===== src/rtl/mem_dram_pkg.sv =====
// Shared definitions for the memory-to-DRAM serializer: FSM encoding,
// default widths and helpers that size the shift buffer and its bit counter.
package mem_dram_pkg;

    typedef enum logic [2:0] {
        IDLE  = 3'd0,
        FETCH = 3'd1,
        WAIT  = 3'd2,
        DRAIN = 3'd3,
        FLUSH = 3'd4,
        DONE  = 3'd5
    } state_t;

    localparam int DEF_DATA_IN_BITWIDTH  = 163;
    localparam int DEF_DATA_OUT_BITWIDTH = 8;
    localparam int DEF_ADDR_WIDTH        = 10;

    // Worst case: one residual bit short of a chunk plus a whole new word.
    function automatic int buf_width(input int in_w, input int out_w);
        return in_w + out_w - 1;
    endfunction

    function automatic int cnt_width(input int in_w, input int out_w);
        return $clog2(in_w + out_w - 1) + 1;
    endfunction

endpackage


===== src/rtl/memory_to_dram_shift_buf.sv =====
// MSB-aligned shift buffer: valid bits sit at the top, new words are merged
// directly below any residual bits, and chunks leave from the top.
module memory_to_dram_shift_buf
    import mem_dram_pkg::*;
#(
    parameter int DATA_IN_BITWIDTH  = DEF_DATA_IN_BITWIDTH,
    parameter int DATA_OUT_BITWIDTH = DEF_DATA_OUT_BITWIDTH,
    localparam int BUF_W = buf_width(DATA_IN_BITWIDTH, DATA_OUT_BITWIDTH),
    localparam int CNT_W = cnt_width(DATA_IN_BITWIDTH, DATA_OUT_BITWIDTH)
) (
    input  logic                         clk_i,
    input  logic                         dram_to_mem_rst_i,
    input  logic                         load_i,
    input  logic                         pop_i,
    input  logic                         clear_i,
    input  logic [DATA_IN_BITWIDTH-1:0]  word_i,
    output logic [DATA_OUT_BITWIDTH-1:0] chunk_o,
    output logic [CNT_W-1:0]             cnt_o,
    output logic [CNT_W-1:0]             cnt_next_o
);

    logic [BUF_W-1:0] buf_r;
    logic [BUF_W-1:0] buf_next_s;
    logic [BUF_W-1:0] word_ext_s;
    logic [CNT_W-1:0] cnt_r;
    logic [CNT_W-1:0] cnt_next_s;

    assign word_ext_s = BUF_W'(word_i) << (DATA_OUT_BITWIDTH - 1);

    // Next buffer contents and bit count for load, pop or clear.
    always_comb begin
        buf_next_s = buf_r;
        cnt_next_s = cnt_r;
        if (clear_i) begin
            buf_next_s = {BUF_W{1'b0}};
            cnt_next_s = {CNT_W{1'b0}};
        end else if (load_i) begin
            buf_next_s = buf_r | (word_ext_s >> cnt_r);
            cnt_next_s = cnt_r + CNT_W'(DATA_IN_BITWIDTH);
        end else if (pop_i) begin
            buf_next_s = buf_r << DATA_OUT_BITWIDTH;
            cnt_next_s = cnt_r - CNT_W'(DATA_OUT_BITWIDTH);
        end else begin
            buf_next_s = buf_r;
            cnt_next_s = cnt_r;
        end
    end

    // Buffer and count registers.
    always_ff @(posedge clk_i or posedge dram_to_mem_rst_i) begin
        if (dram_to_mem_rst_i) begin
            buf_r <= {BUF_W{1'b0}};
            cnt_r <= {CNT_W{1'b0}};
        end else begin
            buf_r <= buf_next_s;
            cnt_r <= cnt_next_s;
        end
    end

    // Bits below the residual are always zero, so a flush chunk is already padded.
    assign chunk_o    = buf_r[BUF_W-1 -: DATA_OUT_BITWIDTH];
    assign cnt_o      = cnt_r;
    assign cnt_next_o = cnt_next_s;

endmodule


===== src/rtl/memory_to_dram.sv =====
// Reads num_words_i memory words from base_addr_i and streams them MSB first
// to the DRAM side as DATA_OUT_BITWIDTH chunks with a valid/ready handshake.
module memory_to_dram
    import mem_dram_pkg::*;
#(
    parameter int DATA_IN_BITWIDTH  = DEF_DATA_IN_BITWIDTH,
    parameter int DATA_OUT_BITWIDTH = DEF_DATA_OUT_BITWIDTH,
    parameter int ADDR_WIDTH        = DEF_ADDR_WIDTH
) (
    input  logic                         clk_i,
    input  logic                         dram_to_mem_rst_i,
    input  logic                         start_i,
    input  logic [ADDR_WIDTH-1:0]        base_addr_i,
    input  logic [ADDR_WIDTH-1:0]        num_words_i,
    output logic                         mem_read_enable_o,
    output logic [ADDR_WIDTH-1:0]        mem_addr_o,
    input  logic [DATA_IN_BITWIDTH-1:0]  mem_data_i,
    output logic [DATA_OUT_BITWIDTH-1:0] data_out_o,
    output logic                         data_valid_o,
    input  logic                         data_ready_i,
    output logic                         busy_o,
    output logic                         done_o
);

    localparam int CNT_W = cnt_width(DATA_IN_BITWIDTH, DATA_OUT_BITWIDTH);
    localparam logic [CNT_W-1:0] OUT_CNT = CNT_W'(DATA_OUT_BITWIDTH);

    state_t                  state_r;
    state_t                  state_next_s;
    logic [ADDR_WIDTH-1:0]   addr_r;
    logic [ADDR_WIDTH-1:0]   addr_next_s;
    logic [ADDR_WIDTH-1:0]   words_left_r;
    logic [ADDR_WIDTH-1:0]   words_left_next_s;
    logic                    mem_read_enable_r;
    logic                    data_valid_r;
    logic                    busy_r;
    logic                    done_r;
    logic                    load_s;
    logic                    pop_s;
    logic                    clear_s;
    logic [CNT_W-1:0]        cnt_s;
    logic [CNT_W-1:0]        cnt_next_s;

    memory_to_dram_shift_buf #(
        .DATA_IN_BITWIDTH  (DATA_IN_BITWIDTH),
        .DATA_OUT_BITWIDTH (DATA_OUT_BITWIDTH)
    ) u_shift_buf (
        .clk_i             (clk_i),
        .dram_to_mem_rst_i (dram_to_mem_rst_i),
        .load_i            (load_s),
        .pop_i             (pop_s),
        .clear_i           (clear_s),
        .word_i            (mem_data_i),
        .chunk_o           (data_out_o),
        .cnt_o             (cnt_s),
        .cnt_next_o        (cnt_next_s)
    );

    // Next-state, address/word bookkeeping and buffer commands.
    always_comb begin
        state_next_s      = state_r;
        addr_next_s       = addr_r;
        words_left_next_s = words_left_r;
        load_s            = 1'b0;
        pop_s             = 1'b0;
        clear_s           = 1'b0;
        case (state_r)
            IDLE: begin
                if (start_i) begin
                    if (num_words_i != {ADDR_WIDTH{1'b0}}) begin
                        state_next_s      = FETCH;
                        addr_next_s       = base_addr_i;
                        words_left_next_s = num_words_i;
                    end else begin
                        state_next_s = DONE;
                    end
                end else begin
                    state_next_s = IDLE;
                end
            end
            FETCH: begin
                addr_next_s       = addr_r + ADDR_WIDTH'(1'b1);
                words_left_next_s = words_left_r - ADDR_WIDTH'(1'b1);
                state_next_s      = WAIT;
            end
            WAIT: begin
                load_s       = 1'b1;
                state_next_s = DRAIN;
            end
            DRAIN: begin
                if (cnt_s >= OUT_CNT) begin
                    pop_s        = data_valid_r & data_ready_i;
                    state_next_s = DRAIN;
                end else if (words_left_r != {ADDR_WIDTH{1'b0}}) begin
                    state_next_s = FETCH;
                end else if (cnt_s != {CNT_W{1'b0}}) begin
                    state_next_s = FLUSH;
                end else begin
                    state_next_s = DONE;
                end
            end
            FLUSH: begin
                if (data_valid_r && data_ready_i) begin
                    clear_s      = 1'b1;
                    state_next_s = DONE;
                end else begin
                    state_next_s = FLUSH;
                end
            end
            DONE: begin
                state_next_s = IDLE;
            end
            default: begin
                state_next_s = IDLE;
            end
        endcase
    end

    // State and bookkeeping registers; outputs are precomputed from next state
    // so every handshake/strobe output comes straight from a flop.
    always_ff @(posedge clk_i or posedge dram_to_mem_rst_i) begin
        if (dram_to_mem_rst_i) begin
            state_r           <= IDLE;
            addr_r            <= {ADDR_WIDTH{1'b0}};
            words_left_r      <= {ADDR_WIDTH{1'b0}};
            mem_read_enable_r <= 1'b0;
            data_valid_r      <= 1'b0;
            busy_r            <= 1'b0;
            done_r            <= 1'b0;
        end else begin
            state_r           <= state_next_s;
            addr_r            <= addr_next_s;
            words_left_r      <= words_left_next_s;
            mem_read_enable_r <= (state_next_s == FETCH);
            data_valid_r      <= ((state_next_s == DRAIN) && (cnt_next_s >= OUT_CNT)) ||
                                 (state_next_s == FLUSH);
            busy_r            <= (state_next_s == FETCH) || (state_next_s == WAIT) ||
                                 (state_next_s == DRAIN) || (state_next_s == FLUSH);
            done_r            <= (state_next_s == DONE);
        end
    end

    assign mem_read_enable_o = mem_read_enable_r;
    assign mem_addr_o        = addr_r;
    assign data_valid_o      = data_valid_r;
    assign busy_o            = busy_r;
    assign done_o            = done_r;

endmodule


===== config.mk =====
export PLATFORM = sky130hd
export DESIGN_NAME = memory_to_dram
export DESIGN_NICKNAME = d
export VERILOG_FILES = /design/src/rtl/mem_dram_pkg.sv /design/src/rtl/memory_to_dram_shift_buf.sv /design/src/rtl/memory_to_dram.sv
export SDC_FILE = /design/constraint.sdc
export NUM_CORES = 1
export LEC_CHECK = 0
export CAP_MARGIN = 0
export CORE_MARGIN = 5
export CORE_UTILIZATION = 38
export DETAILED_ROUTE_END_ITERATION = 8
export MAX_ROUTING_LAYER = met4
export PLACE_DENSITY = 0.56
export SYNTH_ARGS = -nofsm -noshare
export SYNTH_HDL_FRONTEND = slang
export SYNTH_HIERARCHICAL = 1
export SYNTH_SLANG_ARGS = --single-unit
export TNS_END_PERCENT = 10

===== constraint.sdc =====
create_clock -name clk_i -period 7.3 [get_ports clk_i]
set_clock_uncertainty 0.2 [all_clocks]
set_input_delay 1.46 -clock clk_i [delete_from_list [all_inputs] [get_ports clk_i]]
set_output_delay 1.46 -clock clk_i [all_outputs]
set_load 0.01 [all_outputs]

==> results.sh, run 1 <==
export IMPL_yosys_register_bits=206
export IMPL_cts_repair_timing_setup_buffer_count=0
export IMPL_worst_r2r_cell_count=7
export IMPL_first_global_vias=25223
export IMPL_post_cts_resized_instances=0
export IMPL_max_cap_violations=0
export IMPL_p_total_w=0.0182
export IMPL_cell_internal_pwr_w=0.00746
export IMPL_critPathArrivalTime_ns=5.03
export IMPL_fp_dieW_um=269
export IMPL_worst_skew_pair_later_pin_latency_ns=0.55
export IMPL_final_layout_size_suffix_gt1_share_pct=20.4
export IMPL_irDropWorstVdd_mv=0.470
export IMPL_outcome="finished clean"
export IMPL_netSwitchingFraction_pct=58.9
export IMPL_worstPathRequired_ns=7.50
export IMPL_power_switching_w=0.0107
export IMPL_cts_root_buffer="sky130_fd_sc_hd__clkbuf_16"
export IMPL_sink_of_the_worst_hold_path="u_shift_buf/buf_r[3]"
export IMPL_final_area_mm2=0.0289
export IMPL_worst_path_max_fanout=91
export IMPL_async_flop_share_pct=100
export IMPL_setup_reg_to_reg_worst_slack_ns=2.46
export IMPL_placed_area_mm2=0.0281
export IMPL_critical_path_top_delay_family="multiplexers"
export IMPL_timing_final_crit_share_pct=66.3
export IMPL_critical_path_buf_inv_count=1
export IMPL_clock_slew_seen_by_the_registers_of_the_worst_setup_and_hold_paths_ns=0.07
export IMPL_cts_path_max_buffers=3
export IMPL_worstSetupStartpointType="flop"
export IMPL_hold_path_class="flop to flop"
export IMPL_half_perimeter_wire_length_of_the_detailed_placement_result_mm=110
export IMPL_antenna_found_initial=10
export IMPL_cp_cell_sequence="buf_12, mux4_2, mux4_2, mux2i_1, mux2i_1, a211oi_1, nor3_1"
export IMPL_timing_worst_setup_path_type="flop to flop"
export IMPL_fillCellCount=6410
export IMPL_number_of_synthesized_flops_with_an_enable_pin=0
export IMPL_cts_htree_levels=1
export IMPL_timing_hold_worst_path_depth=2
export IMPL_tritoncts_clock_tree="built"
export IMPL_share_clk_of_total_power_pct=7.5
export IMPL_post_drt_wl_per_cell_um=40.3
export IMPL_fin_hold_ws_ns=0.292
export IMPL_timing_rr_start="u_shift_buf/cnt_o[0]"
export IMPL_cellPowerDensity_mw_per_mm2=627
export IMPL_setup_worst_path_end_class="flop"
export IMPL_setup_violations_final=0
export IMPL_detailedRoute_firstPassIterationCount=7
export IMPL_share_comb_of_total_power_pct=79.3
export IMPL_grt_setup_unrepaired="false"
export IMPL_drt_vias_per_instance=7.44
export IMPL_timing_worst_slew_pin_value_ns=1.44
export IMPL_multiInputGateArea_mm2=0.0189
export IMPL_top_level_ports=209
export IMPL_violation_count_after_the_first_detailed_route_iteration=3914
export IMPL_area_growth_syn_to_layout_pct=13.7
export IMPL_die_area_mm2=0.0723
export IMPL_grt_start_max_net_pins=126
export IMPL_timing_critical_path_slowest_cell_delay_ns=0.98
export IMPL_clock_sinks=206
export IMPL_rows=95
export IMPL_crit_path_top_delay_cell="sky130_fd_sc_hd__mux2i_1"
export IMPL_hold_buffers=0
export IMPL_static_leakage_power_nw=10.3
export IMPL_syn_mean_instance_area_um2=9.68
export IMPL_placeableCoreArea_mm2=0.0668
export IMPL_finalMaxSlewViolations=0
export IMPL_tritoncts_num_buffers=25
export IMPL_final_antenna_net_count=0
export IMPL_yosys_cell_types_count=85
export IMPL_route_detailed_drc=0
export IMPL_fin_crit_ns=4.84
export IMPL_fmaxAchievable_mhz=207
export IMPL_num_vias=26539
export IMPL_initial_utilization_pct=38.1
export IMPL_synth_cells=2630
export IMPL_fp_dieH_um=269
export IMPL_synth_warning_count=6
export IMPL_port_buffers=208
export IMPL_seq_power_share_pct=13.2
export IMPL_layout_nets=2862
export IMPL_grt_overflow_total=0
export IMPL_r2r_end="u_shift_buf/buf_r[114]"
export IMPL_holdCritStartpoint="u_shift_buf/buf_r[3]"
export IMPL_grt_first_pass_wirelength_mm=202
export IMPL_mappedNetlistArea_mm2=0.0255
export IMPL_mappedNetlistNets=2823
export IMPL_timing_slew_headroom_pct=3.87
export IMPL_setup_tns_ns=0
export IMPL_wirelength_mm=144
export IMPL_area_used_by_sequential_logic_in_the_layout_mm2=0.00518
export IMPL_hold_fails_final_rpt=0
export IMPL_postLayoutCoreUtil_pct=43.3
export IMPL_track_usage_pct=39.8
export IMPL_synth_seq_area_share_pct=20.2
export IMPL_finalWeightedCongestion=1.08
export IMPL_postSynth_topFlopCell="sky130_fd_sc_hd__dfrtp_1"
-- logic make-up (layout without fill, tap and decap cells) --
group	count (synthesis)	count (layout)	synth area share, %
flip-flops	206	206	20.2
AO/OA/AOI/OAI	772	772	22.6
AND/OR/NAND/NOR	709	709	12.6
multiplexers	628	628	38.4
other	0	9	0
buffers and inverters	302	358	5.64
XOR/XNOR	7	7	0.241
adder cells (fa/ha/maj)	6	6	0.295
-- cell type report --
type	count	share of cell area, %
diodes	9	0.0778
clock buffers	36	2.44
clock inverters	8	0.497
inverters	24	0.359
multi-input cells	2122	65.4
flip-flops and latches	206	17.9
well taps	873	3.77
repair buffers	290	9.53
-- power by group through the flow --
stage          Clock, W  Combinational (W)  Sequential, W
2_1_floorplan         0            0.00865        0.00199
3_3_place_gp          0             0.0137        0.00238
3_5_place_dp          0             0.0137        0.00240
4_1_cts         0.00137             0.0138        0.00239
5_1_grt         0.00141             0.0147        0.00248
6_report        0.00136             0.0144        0.00240
-- metal layers --
metal | up-vias | wire length (um) | track usage (%)
met5 | - | 0 | -
met4 | 0 | 7710 | 16.9
met3 | 275 | 15900 | 9.43
met2 | 1886 | 59100 | 54.0
met1 | 13601 | 61100 | 56.8
li1 | 10777 | - | -
-- Yosys cell counts, types with 7 or more instances --
cell type                   number  area, um^2
sky130_fd_sc_hd__nor4_1         15        93.8
sky130_fd_sc_hd__mux2_2        109        1230
sky130_fd_sc_hd__o21ai_0        62         310
sky130_fd_sc_hd__nand2_1       187         702
sky130_fd_sc_hd__o311ai_0        7        61.3
sky130_fd_sc_hd__nor2b_1        24         150
sky130_fd_sc_hd__nand3_1        57         285
sky130_fd_sc_hd__and2_1         12        75.1
sky130_fd_sc_hd__o22ai_1        47         294
sky130_fd_sc_hd__mux4_2        268        6040
sky130_fd_sc_hd__or3_1           8        50.1
sky130_fd_sc_hd__a221oi_1       60         526
sky130_fd_sc_hd__buf_2          56         280
sky130_fd_sc_hd__dfrtp_1       206        5150
sky130_fd_sc_hd__a22o_1         37         324
sky130_fd_sc_hd__o31ai_1        15         113
sky130_fd_sc_hd__a31oi_1        39         244
sky130_fd_sc_hd__a311oi_1       22         193
sky130_fd_sc_hd__a21o_1          7        52.6
sky130_fd_sc_hd__or2_2          14        87.6
sky130_fd_sc_hd__mux2i_1       250        2500
sky130_fd_sc_hd__buf_4          21         158
sky130_fd_sc_hd__a2111oi_0      28         245
sky130_fd_sc_hd__nand4_1         9        56.3
sky130_fd_sc_hd__o22a_1          7        61.3
sky130_fd_sc_hd__inv_1          22        82.6
sky130_fd_sc_hd__nor2_1        256         961
sky130_fd_sc_hd__o2bb2ai_1      11        96.3
sky130_fd_sc_hd__a211o_1        14         123
sky130_fd_sc_hd__clkbuf_1      150         563
sky130_fd_sc_hd__o211ai_1       46         345
sky130_fd_sc_hd__o2111ai_1       8        70.1
sky130_fd_sc_hd__buf_1          33         124
sky130_fd_sc_hd__o31a_1         16         140
sky130_fd_sc_hd__a222oi_1       15         150
sky130_fd_sc_hd__a22oi_1        52         390
sky130_fd_sc_hd__buf_6          16         180
sky130_fd_sc_hd__nor3_1         78         390
sky130_fd_sc_hd__o221ai_1       10        87.6
sky130_fd_sc_hd__nand2b_1       21         131
sky130_fd_sc_hd__a21oi_1        84         420
sky130_fd_sc_hd__a211oi_1      128         961
-- placed cells by master, fill, tap and decap left out, drive strengths merged, types with 82 or more instances in the layout --
cell	instances
a211oi	130
a21oi	85
mux4	268
nor2	256
mux2i	250
dfrtp	206
mux2	110
clkdlybuf4s50	208
buf	82
nand2	187
-- registers in the layout, indices dropped and copies added, names as in the netlist --
register / flops
done_o: 1
state_r: 3
words_left_r: 10
data_valid_o: 1
mem_addr_o: 10
u_shift_buf/cnt_o: 9
busy_o: 1
mem_read_enable_o: 1
u_shift_buf/buf_r: 170
-- tightest hold or removal path: cells and delay by family (launching register included) --
| family | cells | cell delay [ns] |
|---|---|---|
| flops | 1 | 0.35 |
| compound gates | 1 | 0.06 |
| simple gates | 1 | 0.05 |
-- metrics by stage --
step	worst slack, ns	cells
3_3_place_gp	2.14	3515
2_1_floorplan	0.781	2630
4_1_cts	2.57	3559
6_report	2.46	3568
5_1_grt	2.15	3566
3_5_place_dp	2.24	3515
-- how the worst max path moves through the flow --
stage	from	endpoint	slack (ns)	cells past startpoint
finish	u_shift_buf/cnt_o[0]	u_shift_buf/buf_r[114]	2.46	7
global route	u_shift_buf/cnt_o[0]	u_shift_buf/buf_r[2]	2.15	7
CTS	u_shift_buf/cnt_o[0]	u_shift_buf/buf_r[114]	2.57	7
detailed placement	mem_data_i[134]	u_shift_buf/buf_r[114]	2.24	7
global placement	mem_data_i[91]	u_shift_buf/buf_r[2]	2.14	7
floorplan	dram_to_mem_rst_i	u_shift_buf/buf_r[0]	0.78	1
Power figures use the tool's default switching activity.
==> inputs of run 2 (changes only) <==
clock period = 4.7 ns   (was 7.3 ns; I/O delays follow)
==> results.sh, run 2 (synthesized netlist as in run 1, its figures left out) <==
export IMPL_netSwitchingFraction_pct=57.4
export IMPL_fillCellCount=6368
export IMPL_power_switching_w=0.0167
export IMPL_worst_skew_pair_later_pin_latency_ns=0.55
export IMPL_cts_root_buffer="sky130_fd_sc_hd__clkbuf_16"
export IMPL_critPathArrivalTime_ns=4.71
export IMPL_timing_worst_setup_path_type="flop to flop"
export IMPL_worstSetupStartpointType="flop"
export IMPL_hold_path_class="flop to flop"
export IMPL_drt_vias_per_instance=7.39
export IMPL_grt_overflow_total=0
export IMPL_cts_htree_levels=1
export IMPL_finalWeightedCongestion=1.08
export IMPL_half_perimeter_wire_length_of_the_detailed_placement_result_mm=111
export IMPL_seq_power_share_pct=12.7
export IMPL_die_area_mm2=0.0723
export IMPL_route_detailed_drc=0
export IMPL_grt_start_max_net_pins=141
export IMPL_timing_final_crit_share_pct=95.9
export IMPL_fin_crit_ns=4.51
export IMPL_fmaxAchievable_mhz=222
export IMPL_fp_dieH_um=269
export IMPL_grt_first_pass_wirelength_mm=203
export IMPL_share_clk_of_total_power_pct=7.1
export IMPL_num_vias=27321
export IMPL_first_global_vias=25885
export IMPL_final_area_mm2=0.0300
export IMPL_cell_internal_pwr_w=0.0124
export IMPL_grt_setup_unrepaired="false"
export IMPL_max_reg_flops=170
export IMPL_placed_area_mm2=0.0291
export IMPL_hold_fails_final_rpt=0
export IMPL_area_growth_syn_to_layout_pct=18.0
export IMPL_port_buffers=208
export IMPL_largest_register="u_shift_buf/buf_r"
export IMPL_violation_count_after_the_first_detailed_route_iteration=4090
export IMPL_share_comb_of_total_power_pct=80.1
export IMPL_post_drt_wl_per_cell_um=38.7
export IMPL_tritoncts_num_buffers=24
export IMPL_outcome="finished clean"
export IMPL_top_level_ports=209
export IMPL_placeableCoreArea_mm2=0.0668
export IMPL_cellPowerDensity_mw_per_mm2=970
export IMPL_initial_utilization_pct=38.1
export IMPL_final_antenna_net_count=0
export IMPL_rows=95
export IMPL_clock_slew_seen_by_the_registers_of_the_worst_setup_and_hold_paths_ns=0.07
export IMPL_mostFrequentLayoutCell="sky130_fd_sc_hd__mux4_2"
export IMPL_setup_violations_final=0
export IMPL_mostFrequentLayoutCells="268 x sky130_fd_sc_hd__mux4_2, 252 x sky130_fd_sc_hd__nor2_1, 249 x sky130_fd_sc_hd__mux2i_1"
export IMPL_fp_dieW_um=269
export IMPL_hold_buffers=0
export IMPL_max_cap_violations=0
export IMPL_worstPathRequired_ns=4.90
export IMPL_wirelength_mm=143
export IMPL_detailedRoute_firstPassIterationCount=9
export IMPL_irDropWorstVdd_mv=0.485
export IMPL_track_usage_pct=39.5
export IMPL_antenna_found_initial=13
export IMPL_finalMaxSlewViolations=0
export IMPL_timing_slew_headroom_pct=17.8
export IMPL_tritoncts_clock_tree="built"
export IMPL_setup_worst_path_end_class="flop"
export IMPL_cts_path_max_buffers=3
export IMPL_clock_sinks=206
export IMPL_static_leakage_power_nw=10.9
export IMPL_final_layout_size_suffix_gt1_share_pct=23.9
export IMPL_timing_worst_slew_pin_value_ns=1.22
export IMPL_worst_path_max_fanout=31
export IMPL_post_cts_resized_instances=0
export IMPL_cts_repair_timing_setup_buffer_count=0
export IMPL_setup_tns_ns=0
export IMPL_layout_nets=2985
==> run 2: changes by cell type in the layout (fill, tap and decap cells not counted), moves of 2 or more <==
cell / before / now
sky130_fd_sc_hd__clkbuf_1: 7 / 3
sky130_fd_sc_hd__nor2_2: 9 / 4
sky130_fd_sc_hd__clkinv_4: 0 / 2
sky130_fd_sc_hd__clkbuf_8: 4 / 6
sky130_fd_sc_hd__nor2_1: 247 / 252
sky130_fd_sc_hd__diode_2: 9 / 15
sky130_fd_sc_hd__clkinvlp_4: 0 / 3
sky130_fd_sc_hd__buf_12: 5 / 18
sky130_fd_sc_hd__buf_4: 77 / 188
==> run 2: path summary, 6_finish.rpt <==
path	startpoint	end	slack [ns]	depth (start not counted)
worst max-delay path	u_shift_buf/cnt_o[0]	u_shift_buf/buf_r[76]	0.19	8
worst min-delay path	u_shift_buf/buf_r[3]	u_shift_buf/buf_r[3]	0.30	2
worst max register to register	u_shift_buf/cnt_o[0]	u_shift_buf/buf_r[76]	0.19	8
worst min register to register	u_shift_buf/buf_r[3]	u_shift_buf/buf_r[3]	0.30	2
max in group asynchronous	dram_to_mem_rst_i	u_shift_buf/buf_r[125]	2.59	3
min in group asynchronous	dram_to_mem_rst_i	u_shift_buf/buf_r[17]	0.85	2
==> run 2: through the flow <==
stage                     setup WS (ns)  hold WS [ns]  utilization, %  total power (W)  cells
after floorplan                    1.14         0.256               -           0.0165   2630
after global placement            0.282         0.275            43.6           0.0258   3639
after detailed placement          0.235         0.280            43.6           0.0259   3639
after CTS                         0.245         0.298            44.9           0.0281   3683
after global routing              0.135         0.340            45.0           0.0297   3697
final                             0.192         0.300            45.0           0.0291   3698
==> run 2: worst max-delay path, stage by stage (launching register included) <==
cell	delay, ns
sky130_fd_sc_hd__dfrtp_4	0.80
sky130_fd_sc_hd__buf_4	0.39
sky130_fd_sc_hd__buf_4	0.21
sky130_fd_sc_hd__mux4_2	0.58
sky130_fd_sc_hd__mux4_2	0.53
sky130_fd_sc_hd__mux2i_1	0.57
sky130_fd_sc_hd__mux2i_1	0.44
sky130_fd_sc_hd__a2111oi_0	0.49
sky130_fd_sc_hd__a211oi_1	0.10
==> run 2: final cells by class <==
type	count	area, um^2	area share, %
Multi-Input combinational cell	2122	18900	63.0
Clock buffer	34	719	2.39
Timing Repair Buffer	414	3850	12.8
Tap cell	873	1090	3.64
Inverter	24	100	0.333
Clock inverter	10	138	0.458
Sequential cell	206	5180	17.2
Antenna cell	15	37.5	0.125
==> run 2: routing by layer <==
metal / vias up / share of wire [%] / GRT usage, %
li1: 11055 / - / -
met2: 2069 / 43 / 56.2
met5: - / 0 / -
met1: 13865 / 41 / 54.3
met4: 0 / 5.5 / 17.3
met3: 332 / 11 / 8.99
==> run 2: power by group through the flow <==
stage	registers [W]	logic, W	clock network (W)
floorplan	0.00310	0.0134	0
global placement	0.00367	0.0222	0
detailed placement	0.00370	0.0222	0
CTS	0.00368	0.0223	0.00210
global route	0.00380	0.0237	0.00218
finish	0.00370	0.0233	0.00208
